File: src/rtl/lbs_pkg.sv
// Shared types and defaults for the pipelined left barrel shifter (lbs).
// Optional right-direction support is selected with LBS_RIGHT_DIR_EN.
package lbs_pkg;

    typedef enum logic {
        LBS_ROT = 1'b0,
        LBS_SHL = 1'b1
    } lbs_mode_t;

    localparam int LBS_WIDTH_DEF = 32;

endpackage

File: src/rtl/lbs_stage.sv
// One register stage of the barrel shifter: conditionally shifts by DIST on load.
// Carries the operand direction when LBS_RIGHT_DIR_EN is defined.
module lbs_stage
    import lbs_pkg::*;
#(
    parameter int WIDTH = LBS_WIDTH_DEF,
    parameter int SHW   = $clog2(WIDTH),
    parameter int DIST  = 1
) (
    input  logic             clk,
    input  logic             rst_n,
    input  logic             prev_valid,
    input  logic [WIDTH-1:0] prev_data,
    input  logic [SHW-1:0]   prev_shift,
    input  lbs_mode_t        prev_mode,
`ifdef LBS_RIGHT_DIR_EN
    input  logic             prev_dir,
    output logic             dir,
`endif
    input  logic             next_advance,
    output logic             advance,
    output logic             valid,
    output logic [WIDTH-1:0] data,
    output logic [SHW-1:0]   shift,
    output lbs_mode_t        mode
);

    localparam int BIT = $clog2(DIST);

    logic [WIDTH-1:0] ld_data;

    // An empty stage can always take new content, even while downstream is stalled.
    assign advance = !valid || next_advance;

    always_comb begin
        ld_data = prev_data;
        if (prev_shift[BIT]) begin
            if (prev_mode == LBS_ROT) begin
                ld_data = {prev_data[WIDTH-1-DIST:0], prev_data[WIDTH-1:WIDTH-DIST]};
            end else begin
                ld_data = {prev_data[WIDTH-1-DIST:0], {DIST{1'b0}}};
            end
        end
    end

    always_ff @(posedge clk or negedge rst_n) begin
        if (!rst_n) begin
            valid <= 1'b0;
            data  <= '0;
            shift <= '0;
            mode  <= LBS_ROT;
`ifdef LBS_RIGHT_DIR_EN
            dir   <= 1'b0;
`endif
        end else if (advance) begin
            valid <= prev_valid;
            if (prev_valid) begin
                data  <= ld_data;
                shift <= prev_shift;
                mode  <= prev_mode;
`ifdef LBS_RIGHT_DIR_EN
                dir   <= prev_dir;
`endif
            end
        end
    end

endmodule

File: src/rtl/left_barrel_shifter_pipe.sv
// Pipelined left rotator / logical left shifter, one stage per shift-amount bit.
// Defining LBS_RIGHT_DIR_EN adds in_dir for right rotate/shift via bit reversal.
module left_barrel_shifter_pipe
    import lbs_pkg::*;
#(
    parameter int WIDTH = LBS_WIDTH_DEF,
    parameter int SHW   = $clog2(WIDTH)
) (
    input  logic             clk,
    input  logic             rst_n,
    input  logic             in_valid,
    output logic             in_ready,
    input  logic [WIDTH-1:0] in_data,
    input  logic [SHW-1:0]   in_shift,
    input  logic             in_mode,
`ifdef LBS_RIGHT_DIR_EN
    input  logic             in_dir,
`endif
    output logic             out_valid,
    input  logic             out_ready,
    output logic [WIDTH-1:0] out_data
);

    // Handshake: a transfer happens on a cycle where valid && ready on that side.
    // Producers hold fields stable until accepted; in_ready is combinational from out_ready.

    // Index 0 is the input side; index k+1 is the output of stage k.
    logic             vld [SHW+1];
    logic [WIDTH-1:0] dat [SHW+1];
    logic [SHW-1:0]   sh  [SHW+1];
    lbs_mode_t        md  [SHW+1];
    logic             adv [SHW+1];

`ifdef LBS_RIGHT_DIR_EN
    logic             dr  [SHW+1];

    function automatic logic [WIDTH-1:0] bit_rev(input logic [WIDTH-1:0] d);
        logic [WIDTH-1:0] r;
        for (int i = 0; i < WIDTH; i++) begin
            r[i] = d[WIDTH-1-i];
        end
        return r;
    endfunction

    assign dr[0]    = in_dir;
    assign dat[0]   = in_dir ? bit_rev(in_data) : in_data;
    assign out_data = dr[SHW] ? bit_rev(dat[SHW]) : dat[SHW];
`else
    assign dat[0]   = in_data;
    assign out_data = dat[SHW];
`endif

    assign vld[0]    = in_valid;
    assign sh[0]     = in_shift;
    assign md[0]     = lbs_mode_t'(in_mode);
    assign adv[SHW]  = out_ready;
    assign in_ready  = adv[0];
    assign out_valid = vld[SHW];

    for (genvar k = 0; k < SHW; k++) begin : g_stage
        lbs_stage #(
            .WIDTH (WIDTH),
            .SHW   (SHW),
            .DIST  (1 << k)
        ) u_stage (
            .clk          (clk),
            .rst_n        (rst_n),
            .prev_valid   (vld[k]),
            .prev_data    (dat[k]),
            .prev_shift   (sh[k]),
            .prev_mode    (md[k]),
`ifdef LBS_RIGHT_DIR_EN
            .prev_dir     (dr[k]),
            .dir          (dr[k+1]),
`endif
            .next_advance (adv[k+1]),
            .advance      (adv[k]),
            .valid        (vld[k+1]),
            .data         (dat[k+1]),
            .shift        (sh[k+1]),
            .mode         (md[k+1])
        );
    end

endmodule

File: config.mk
export PLATFORM = sky130hd
export DESIGN_NAME = left_barrel_shifter_pipe
export DESIGN_NICKNAME = d
export VERILOG_FILES = /design/src/rtl/lbs_pkg.sv /design/src/rtl/lbs_stage.sv /design/src/rtl/left_barrel_shifter_pipe.sv
export SDC_FILE = /design/constraint.sdc
export NUM_CORES = 1
export LEC_CHECK = 0
export ABC_AREA = 1
export CAP_MARGIN = 20
export CORE_MARGIN = 3
export CORE_UTILIZATION = 45
export DETAILED_ROUTE_END_ITERATION = 10
export HOLD_SLACK_MARGIN = 0.06
export SYNTH_ARGS = -nofsm -noshare
export SYNTH_HDL_FRONTEND = slang
export SYNTH_SLANG_ARGS = --single-unit
File: constraint.sdc
create_clock -name clk -period 2.7 [get_ports clk]
set_input_delay 0.27 -clock clk [delete_from_list [all_inputs] [get_ports clk]]
set_output_delay 0.27 -clock clk [all_outputs]
set_load 0.01 [all_outputs]
# --- Word level (Yosys, flattened, before mapping) ---
# Index checks and enable logic that the tools add are counted.
op_classes:
  mux: 10
  reduce_logical: 15
ops:
  columns: ["cell", "count"]
  rows:
  - ["$mux W32", 5]
  - ["$mux W16", 1]
  - ["$reduce_and A2 Y1", 5]
  - ["$mux W8", 1]
  - ["$logic_not A1 Y1", 5]
  - ["$logic_or A1 B1 Y1", 5]
  - ["$mux W4", 1]
  - ["$mux W2", 1]
  - ["$mux W1", 1]
totals:
  word_cells: 43
  register_bits: 189
  inputBits: 42

# --- Longest topological paths before layout ---
# Gate-level depths: netlist of the first run.
logic_depth:
  ltp_word: 7
  ltp_mapped: 9

# --- Modules after synthesis ---
# Synthesis of the first run repeated with hierarchy kept, for this count alone.
unflattened:
  cells_unflattened: 1346
  area_unflattened_um2: 9580.4
by_module_without_submodules:
  columns: ["module", "n_inst", "cells_per_inst", "seq_area_each_um2", "area_per_inst_um2"]
  rows:
  - ["lbs_stage at g_stage[4].u_stage", 1, 270, 975.9, 1928.1]
  - ["lbs_stage at g_stage[2].u_stage", 1, 269, 975.9, 1924.3]
  - ["lbs_stage at g_stage[3].u_stage", 1, 269, 975.9, 1913.1]
  - ["lbs_stage at g_stage[1].u_stage", 1, 269, 975.9, 1908.1]
  - ["lbs_stage at g_stage[0].u_stage", 1, 269, 975.9, 1906.8]

# --- Worst setup path after synthesis of the first run ---
# No wires, ideal clock.
synth_path:
  path_type: "reg2reg"
  startpoint: "register g_stage[4].u_stage.valid"
  endpoint: "register g_stage[0].u_stage.data[21]"
  stages_incl_launch_ff: 8
  setup_ps: 117
  required_time_ps: 2583
  n_path_buf: 2
  t_arrival_ps: 1200
  path_slack_ps: 1383
  cell_sequence: "dfrtp_1 nand3_1 nor2_2 nand3_2 buf_2 buf_2 nand3_1 nand2_1"
synth_between:
  elab_chain_len: 7
synth_lines:
  columns: ["item", "line", "rtl"]
  rows:
  - ["from (decl)", "lbs_stage.sv:22", "output logic valid,"]
  - ["from (signal assigned)", "lbs_stage.sv:56", "valid <= prev_valid;"]
  - ["$logic_not A1 Y1", "lbs_stage.sv:33", "assign advance = !valid || next_advance;"]
  - ["$logic_or A1 B1 Y1 (5 in series)", "lbs_stage.sv:33", null]
  - ["$reduce_and A2 Y1 (no source line)", null, null]
  - ["to (signal assigned)", "lbs_stage.sv:58", "data <= ld_data;"]
  - ["to (decl)", "lbs_stage.sv:23", "output logic [WIDTH-1:0] data,"]
# No other way between the ends.
# A chain may end at the register's enable or synchronous reset.

# --- Final worst setup path of the first run ---
layout_path:
  startpoint: "register g_stage[4].u_stage.valid"
  endpoint: "output in_ready"
layout_between:
  elab_chain_len: 6
layout_lines:
  columns: ["item", "line", "rtl"]
  rows:
  - ["$logic_not A1 Y1", "lbs_stage.sv:33", null]
  - ["$logic_or A1 B1 Y1 (5 in series)", "lbs_stage.sv:33", null]
  - ["to (decl)", "left_barrel_shifter_pipe.sv:12", "output logic in_ready,"]
# No other way between the ends.

==> results_dict.tcl, run 1 <==
set metrics [dict create \
    grt_pass1_vias 5889 \
    num_vias 6419 \
    htree_levels 4 \
    ys_warn_count 0 \
    place_hpwl_um 12700 \
    status "finished, final reports clean" \
    postRouteAntennaNets 0 \
    syn_area_um2 8600 \
    p_leak_nw 4.73 \
    grt_overflow_total 0 \
    synth_seq_area_share 0.521 \
    synth_area_leaders "dfrtp_1 52%, nand2_1 15%, o21ai_0 8.8%" \
    fin_crit_ps 2140 \
    grt_max_degree 65 \
    startpoint "g_stage[4].u_stage.valid" \
    boundaryPins 76 \
    cp.arrival_ps 1870 \
    cts_buffers 17 \
    synth_enable_flop_cells 0 \
    synth.largest_area_cell "dfrtp_1" \
    post_cts_buffers 0 \
    grt_setup_unrepaired "false" \
    drt-wirelength-per-cell_um 13.4 \
    syn_to_final_growth_pct 14.9 \
    antennaDiodeCount 0 \
    layout-drive-gt1-share 0.0500 \
    core_um2 18400 \
    max_stage_delay_ps 550 \
    finalClockSkew_ps 8.05 \
    worstMarginPinSlew_ps 820 \
    mostFrequentLayoutCell "nand2_1" \
    syn_inst 1054 \
    drc 0 \
    die_y_um 144 \
    reg2reg_depth 6 \
    finalCritPeriodShare 0.794 \
    drt_iter0_markers 362 \
    dp_cells 1277 \
    floorplan.initialDensity 0.468 \
    synth_top_area_frac 0.521 \
    port-buffer-count 75 \
    die_area_um2 20800 \
    clockBufferDepth 2 \
    grt_pass1_wl_um 29400 \
    post_cts_resized 0 \
    antenna_found_initial 0 \
    path_max_fanout 8 \
    vias_per_cell 4.90 \
    slew_violations 0 \
    hold_viol 0 \
    synth.distinct_cells 24 \
    worst_setup_hold_path_clk_slew_ps 60 \
    crit_type "reg -> out" \
    cap_violations 0 \
    fmax_mhz 467 \
    relSlewSlack 0.453 \
    crit_chain "nand3_1, nor2_2, nand3_2, clkdlybuf4s50_1" \
    cp_slowest_cell "clkdlybuf4s50_1" \
    ys.flop_type "dfrtp_1" \
    synth_nets 1096 \
    synth_seq_cells 179 \
    p_per_area_nw_per_um2 1030 \
    clk_latency_ps 430 \
    stdcell_count 1310 \
    wl_um 17500 \
    nets 1110 \
    grt_usage 0.177 \
    rrSetupSlack_ps 1040 \
    required_ps 2430 \
    clock_sinks 179 \
    drt_first_pass_iters 5 \
    die_w_um 144 \
    r2r-end "g_stage[1].u_stage.data[11]" \
    reg2reg_from "g_stage[4].u_stage.valid" \
    final.setup.tns_ps 0 \
    peakVddDrop_v 0.000496 \
    worst_setup_path_start_kind "flop" \
    crit_family "buffers and inverters" \
    worst-path-buf-inv 1 \
    rows 49 \
    setup_viol 0 \
    synth.avg_cell_area_um2 8.16 \
    final_cell_mix "340 x nand2_1, 179 x dfrtp_1, 152 x o21ai_0" \
    root_buffer "clkbuf_16" \
    total_power_mw 10.2 \
    routabilityCongestion 0.742 \
    cp-end-kind "output pin" \
    synthArstFlopShare 1.00 \
    cts_tree "done" \
    holdWs_ps 398 \
    worstHoldPathType "in -> async" \
]
==> cells by family after synthesis <==
group | synth area share
AO/OA/AOI/OAI | 0.140
buffers and inverters | 0.107
flip-flops | 0.521
multiplexers | 0.0338
AND/OR/NAND/NOR | 0.199
==> sequential cells by signal, summed over array words and instances, names as in the netlist <==
signal / count
g_stage.u_stage.data: 160
g_stage.u_stage.mode: 4
g_stage.u_stage.shift: 10
g_stage.u_stage.valid: 5
==> repair_timing <==
item,4_1_cts,5_1_grt
endpoints found under the hold margin,60,0
setup endpoints to repair,0,0
hold buffers,1,0
==> how the worst max path moves through the flow <==
stage                                             end  cells past startpoint  slack (ps)
after floorplan           g_stage[0].u_stage.data[21]                      7        1380
after global placement                       in_ready                      6         620
after detailed placement                     in_ready                      6         630
after CTS                                    in_ready                      4         510
after global routing                         in_ready                      4         440
final                                        in_ready                      4         560
==> worst register-to-register path, cell delays in order, from the launching register on <==
cell	delay, ps
dfrtp_1	390
nand3_1	140
nor2_2	170
nand2_1	150
nand2_2	310
buf_12	260
o21ai_0	130
==> layer usage <==
metal | wire length [um] | share of wire | track usage | vias up
li1 | - | - | - | 3419
met1 | 8640 | 0.49 | 0.241 | 2877
met2 | 8120 | 0.46 | 0.287 | 106
met3 | 501 | 0.029 | 0.0314 | 17
met4 | 240 | 0.014 | 0.0594 | 0
met5 | 0 | 0 | 0 | -
==> Yosys cell counts, types with 16 or more instances <==
| cell type | count |
|---|---|
| mux2i_1 | 29 |
| buf_4 | 37 |
| buf_2 | 25 |
| inv_1 | 93 |
| nand2_1 | 340 |
| nand3_1 | 65 |
| clkbuf_1 | 32 |
| dfrtp_1 | 179 |
| a21oi_1 | 16 |
| o22ai_1 | 20 |
| o211ai_1 | 26 |
| nor2_1 | 20 |
| o21ai_0 | 152 |
==> per-stage QoR <==
step / worst slack, ps / util / instance area [um2]
2_1_floorplan: 1380 / - / 8600
3_3_place_gp: 624 / 0.503 / 9250
3_5_place_dp: 626 / 0.503 / 9250
4_1_cts: 510 / 0.537 / 9880
5_1_grt: 436 / 0.537 / 9880
6_report: 557 / 0.537 / 9880
==> area by class of cell <==
| type | count | area (um2) |
|---|---|---|
| inverters | 95 | 357 |
| clock buffers | 25 | 495 |
| fillers | 1818 | 8510 |
| clock inverters | 7 | 121 |
| flip-flops and latches | 179 | 4480 |
| well taps | 229 | 287 |
| repair buffers | 95 | 937 |
| multi-input cells | 680 | 3200 |
==> where the power goes <==
group	internal (mW)	leakage, nW	total, mW	switching (mW)
combinational	1.37	2.20	3.46	2.09
sequential	3.62	2.24	4.19	0.575
clock	1.56	0.290	2.56	0.997
total	6.54	4.73	10.2	3.67
(Power assumes the default switching activity.)
==> run 2: changes to the inputs <==
clock period = 2.1 ns   (was 2.7 ns; I/O delays follow)
==> run 2 against run 1 <==
  * Hold slack worse by 110 ps
  * Critical path depth unchanged
  * Sequential cell count unchanged
  * Sequential power up 28%
  * Final cell count unchanged
  * Utilization up 0.27 points
  * Critical path type unchanged
  * Critical endpoint unchanged
==> results_dict.tcl, run 2 (synthesis gave the netlist of run 1 again) <==
set metrics [dict create \
    crit_type "reg -> out" \
    worstHoldPathType "in -> async" \
    layout-drive-gt1-share 0.0500 \
    routabilityCongestion 0.769 \
    htree_levels 4 \
    rows 49 \
    peakVddDrop_v 0.000609 \
    die_area_um2 20800 \
    slew_violations 0 \
    fin_crit_ps 2010 \
    dp_cells 1277 \
    cp.arrival_ps 1800 \
    postRouteAntennaNets 0 \
    cts_tree "done" \
    p_per_area_nw_per_um2 1330 \
    fin_util 0.540 \
    antenna_found_initial 0 \
    total_power_mw 13.2 \
    path_max_fanout 4 \
    fmax_mhz 498 \
    worstMarginPinSlew_ps 648 \
    setup_viol 0 \
    relSlewSlack 0.567 \
    core_um2 18400 \
    num_vias 6423 \
    syn_to_final_growth_pct 15.5 \
    grt_overflow_total 0 \
    status "finished, final reports clean" \
    multiInputGateArea_um2 3210 \
    clk_latency_ps 420 \
    grt_usage 0.180 \
    final.fill_count 1797 \
    wl_um 17700 \
    antennaDiodeCount 0 \
    worst_slack_ps 93.8 \
    cap_violations 0 \
    holdWs_ps 291 \
    crit_chain "nand3_1, nor2_4, nand3_2, clkdlybuf4s50_1" \
    largestRegisters "g_stage.u_stage.data (160), g_stage.u_stage.shift (10), g_stage.u_stage.valid (5)" \
    grt_max_degree 70 \
    largest_reg_flops 160 \
    cts_buffers 17 \
    grt_pass1_wl_um 29900 \
    grt_setup_unrepaired "false" \
    finalClockSkew_ps 6.00 \
    drc 0 \
    cp_slowest_cell "clkdlybuf4s50_1" \
    final.setup.tns_ps 0 \
    floorplan.initialDensity 0.468 \
    finalCritPeriodShare 0.955 \
    vias_per_cell 4.90 \
    clockBufferDepth 2 \
    final_cell_mix "340 x nand2_1, 179 x dfrtp_1, 152 x o21ai_0" \
    die_w_um 144 \
    mostFrequentLayoutCell "nand2_1" \
    stdcell_count 1310 \
    clock_sinks 179 \
    root_buffer "clkbuf_16" \
    drt_first_pass_iters 4 \
    crit_family "buffers and inverters" \
    drt_iter0_markers 413 \
    register_area_um2 4480 \
    cp-end-kind "output pin" \
    required_ps 1890 \
    worst_setup_path_start_kind "flop" \
    placed_cell_area_um2 9300 \
    worst_setup_hold_path_clk_slew_ps 60 \
    max_stage_delay_ps 520 \
    drt-wirelength-per-cell_um 13.5 \
    p_leak_nw 4.76 \
    worst-path-buf-inv 1 \
    grt_pass1_vias 6072 \
    hold_viol 0 \
    nets 1110 \
    die_y_um 144 \
    place_ws_ps 217 \
    post_cts_buffers 0 \
    place_hpwl_um 12800 \
    boundaryPins 76 \
    port-buffer-count 75 \
    top_register "g_stage.u_stage.data" \
    finalInstanceArea_um2 9930 \
]
[run 2: cell count changes in the layout (fill, tap and decap cells not counted), moves of 2 or more]
| cell | delta |
|---|---|
| buf_12 | +4 |
| buf_4 | -4 |
| clkbuf_8 | -3 |
| clkinv_2 | +4 |
| clkinvlp_4 | -2 |
[run 2: worst paths after layout]
check                                       startpoint                           to  slack (ps)  cells after the start
hold / removal                                   rst_n   g_stage[4].u_stage.data[6]         290                      2
min in group clk                           in_shift[4]  g_stage[0].u_stage.shift[4]         350                      3
setup / recovery              g_stage[4].u_stage.valid                     in_ready          90                      4
hold reg to reg             g_stage[0].u_stage.data[1]   g_stage[0].u_stage.data[1]         470                      2
max in group asynchronous                        rst_n  g_stage[4].u_stage.data[13]        1120                      3
setup reg to reg           g_stage[2].u_stage.shift[3]   g_stage[3].u_stage.data[8]         590                      3
[run 2: cell type report]
class,count,share of cell area
Clock buffer,22,0.0457
Clock inverter,10,0.0158
Inverter,95,0.0359
Multi-Input combinational cell,680,0.323
Sequential cell,179,0.451
Tap cell,229,0.0289
Timing Repair Buffer,95,0.0994
[run 2: repair_timing]
item,CTS,global route
endpoints found under the hold margin,44,0
gates resized for setup,0,1
endpoints found under the setup margin,0,1
hold buffers,1,0
[run 2: where the power goes]
part	internal [mW]	total, mW	switching [mW]
Sequential	4.65	5.38	0.728
Combinational	1.79	4.52	2.72
Clock	2.02	3.31	1.29
Total	8.46	13.2	4.74
[run 2: metal layers]
metal,part of all wire,vias to the layer above,track usage
li1,-,3406,-
met1,0.48,2882,0.245
met2,0.47,112,0.293
met3,0.027,23,0.0308
met4,0.019,0,0.0633
met5,0,-,0
==> run 3: changes to the inputs <==
SYNTH_HIERARCHICAL = 1   (was default)
TNS_END_PERCENT = 100   (was default)
clock period = 2.5 ns   (was 2.1 ns; I/O delays follow)
==> run 3 against run 2 <==
  * Global-route usage increased by 0.17 points
  * Power decreased by 21%
  * Final cell count increased by 23%
  * Critical path type unchanged
  * Largest power group unchanged
==> results_dict.tcl, run 3 <==
set metrics [dict create \
    status "finished, final reports clean" \
    startpoint "g_stage[4].u_stage/valid" \
    use_met2 0.302 \
    p_per_area_nw_per_um2 1010 \
    peakVddDrop_v 0.000454 \
    worst_setup_path_start_kind "flop" \
    grt-busiest-layer "met2" \
    worst_setup_hold_path_clk_slew_ps 60 \
    largest_reg_flops 160 \
    drc 0 \
    drt-wirelength-per-cell_um 11.7 \
    clock_sinks 179 \
    final.setup.tns_ps 0 \
    dp_cells 1573 \
    drt_iter0_markers 458 \
    slew_violations 0 \
    finalClockSkew_ps 7.71 \
    antennaDiodeCount 0 \
    grt_usage 0.182 \
    fin_crit_ps 2260 \
    syn_to_final_growth_pct 15.2 \
    multiInputGateArea_um2 3950 \
    hp-start "in_shift[3]" \
    grt_overflow_total 0 \
    antenna_found_initial 0 \
    setup_viol 0 \
    cap_violations 0 \
    num_vias 7400 \
    fmax_mhz 443 \
    grt_pass1_wl_um 33200 \
    required_ps 2250 \
    final_cell_mix "971 x nand2_1, 179 x dfrtp_1, 73 x clkdlybuf4s50_1" \
    grt.met3_usage 0.0267 \
    hold_depth 3 \
    mostFrequentLayoutCell "nand2_1" \
    synth.avg_cell_area_um2 7.00 \
    cp-end-kind "output pin" \
    rows 51 \
    largestRegisters "g_stage.u_stage/data (160), g_stage.u_stage/shift (10), g_stage.u_stage/valid (5)" \
    holdWs_ps 361 \
    register_area_um2 4480 \
    holdPathEnd "g_stage[0].u_stage/shift[3]" \
    die_w_um 148 \
    core_um2 19600 \
    relSlewSlack 0.593 \
    hold_viol 0 \
    wl_um 18700 \
    place_ws_ps 18.0 \
    reg2reg_from "g_stage[4].u_stage/valid" \
    finalCritPeriodShare 0.904 \
    p_leak_nw 5.92 \
    crit_type "reg -> out" \
    rrSetupSlack_ps 710 \
    layout-drive-gt1-share 0.0529 \
    clk_latency_ps 420 \
    cp_slowest_cell "dfrtp_1" \
    ys_warn_count 6 \
    drt_first_pass_iters 4 \
    worstHoldPathType "in -> reg" \
    worst_slack_ps 240 \
    routabilityCongestion 0.773 \
    root_buffer "clkbuf_16" \
    floorplan.initialDensity 0.460 \
    grt_setup_unrepaired "false" \
    nets 1371 \
    die_area_um2 21800 \
    critical_path.most_common_cell "nand2_1" \
    die_y_um 148 \
    grt_pass1_vias 6977 \
    stdcell_count 1606 \
    path_max_fanout 3 \
    total_power_mw 10.5 \
    boundaryPins 76 \
    cts_tree "done" \
    grt_max_degree 65 \
    clockBufferDepth 2 \
    syn_inst 1288 \
    cp.arrival_ps 2010 \
    crit_chain "nand2_1, inv_1, nand2_1, inv_2, nand2_1, inv_2, nand2_1, inv_2, nand2_1, dlygate4sd2_1" \
    cts_buffers 17 \
    port-buffer-count 75 \
    met1_usage 0.248 \
    syn_area_um2 9010 \
    synth_nets 1330 \
    final.fill_count 2054 \
    reg2reg_depth 13 \
    worstMarginPinSlew_ps 609 \
    top_register "g_stage.u_stage/data" \
    fin_util 0.530 \
    postRouteAntennaNets 0 \
    htree_levels 4 \
    vias_per_cell 4.61 \
    place_hpwl_um 13100 \
    placed_cell_area_um2 9750 \
    finalInstanceArea_um2 10400 \
    max_stage_delay_ps 350 \
    r2r-end "g_stage[0].u_stage/data[14]" \
]
run 3: layout make-up:
cell class,count,area share
Inverter,20,0.00723
Clock buffer,21,0.0434
Timing Repair Buffer,93,0.0904
Clock inverter,10,0.0152
Sequential cell,179,0.432
Tap cell,265,0.0320
Multi-Input combinational cell,1018,0.380
run 3: how the worst max path moves through the flow:
| stage | end | slack (ps) | cells past startpoint |
|---|---|---|---|
| 2_1_floorplan | g_stage[0].u_stage/data[10] | 700 | 13 |
| 3_3_place_gp | in_ready | 50 | 12 |
| 3_5_place_dp | in_ready | 20 | 12 |
| 4_1_cts | in_ready | 120 | 10 |
| 5_1_grt | in_ready | 90 | 10 |
| 6_report | in_ready | 240 | 10 |
run 3: timing repair:
action                                  4_1_cts  5_1_grt
gates resized for setup                       1        0
hold buffers                                  1        0
buffers inserted                              0        1
hold endpoints to repair                     62        0
endpoints found under the setup margin        1        1
run 3: worst max-delay path: cells and delay by family, from the launching register on:
family / cells / cell delay, ps
buffers and inverters: 5 / 720
AND/OR/NAND/NOR: 5 / 520
flip-flops: 1 / 350
run 3: routing by layer:
metal  up-vias  share of wire
li1       3948              -
met1      3336           0.49
met2        98           0.47
met3        18          0.024
met4         0          0.013
met5         -              0
run 3: power breakdown:
part	switching, mW	internal (mW)
sequential	0.700	3.82
combinational	1.90	1.27
clock	1.08	1.69
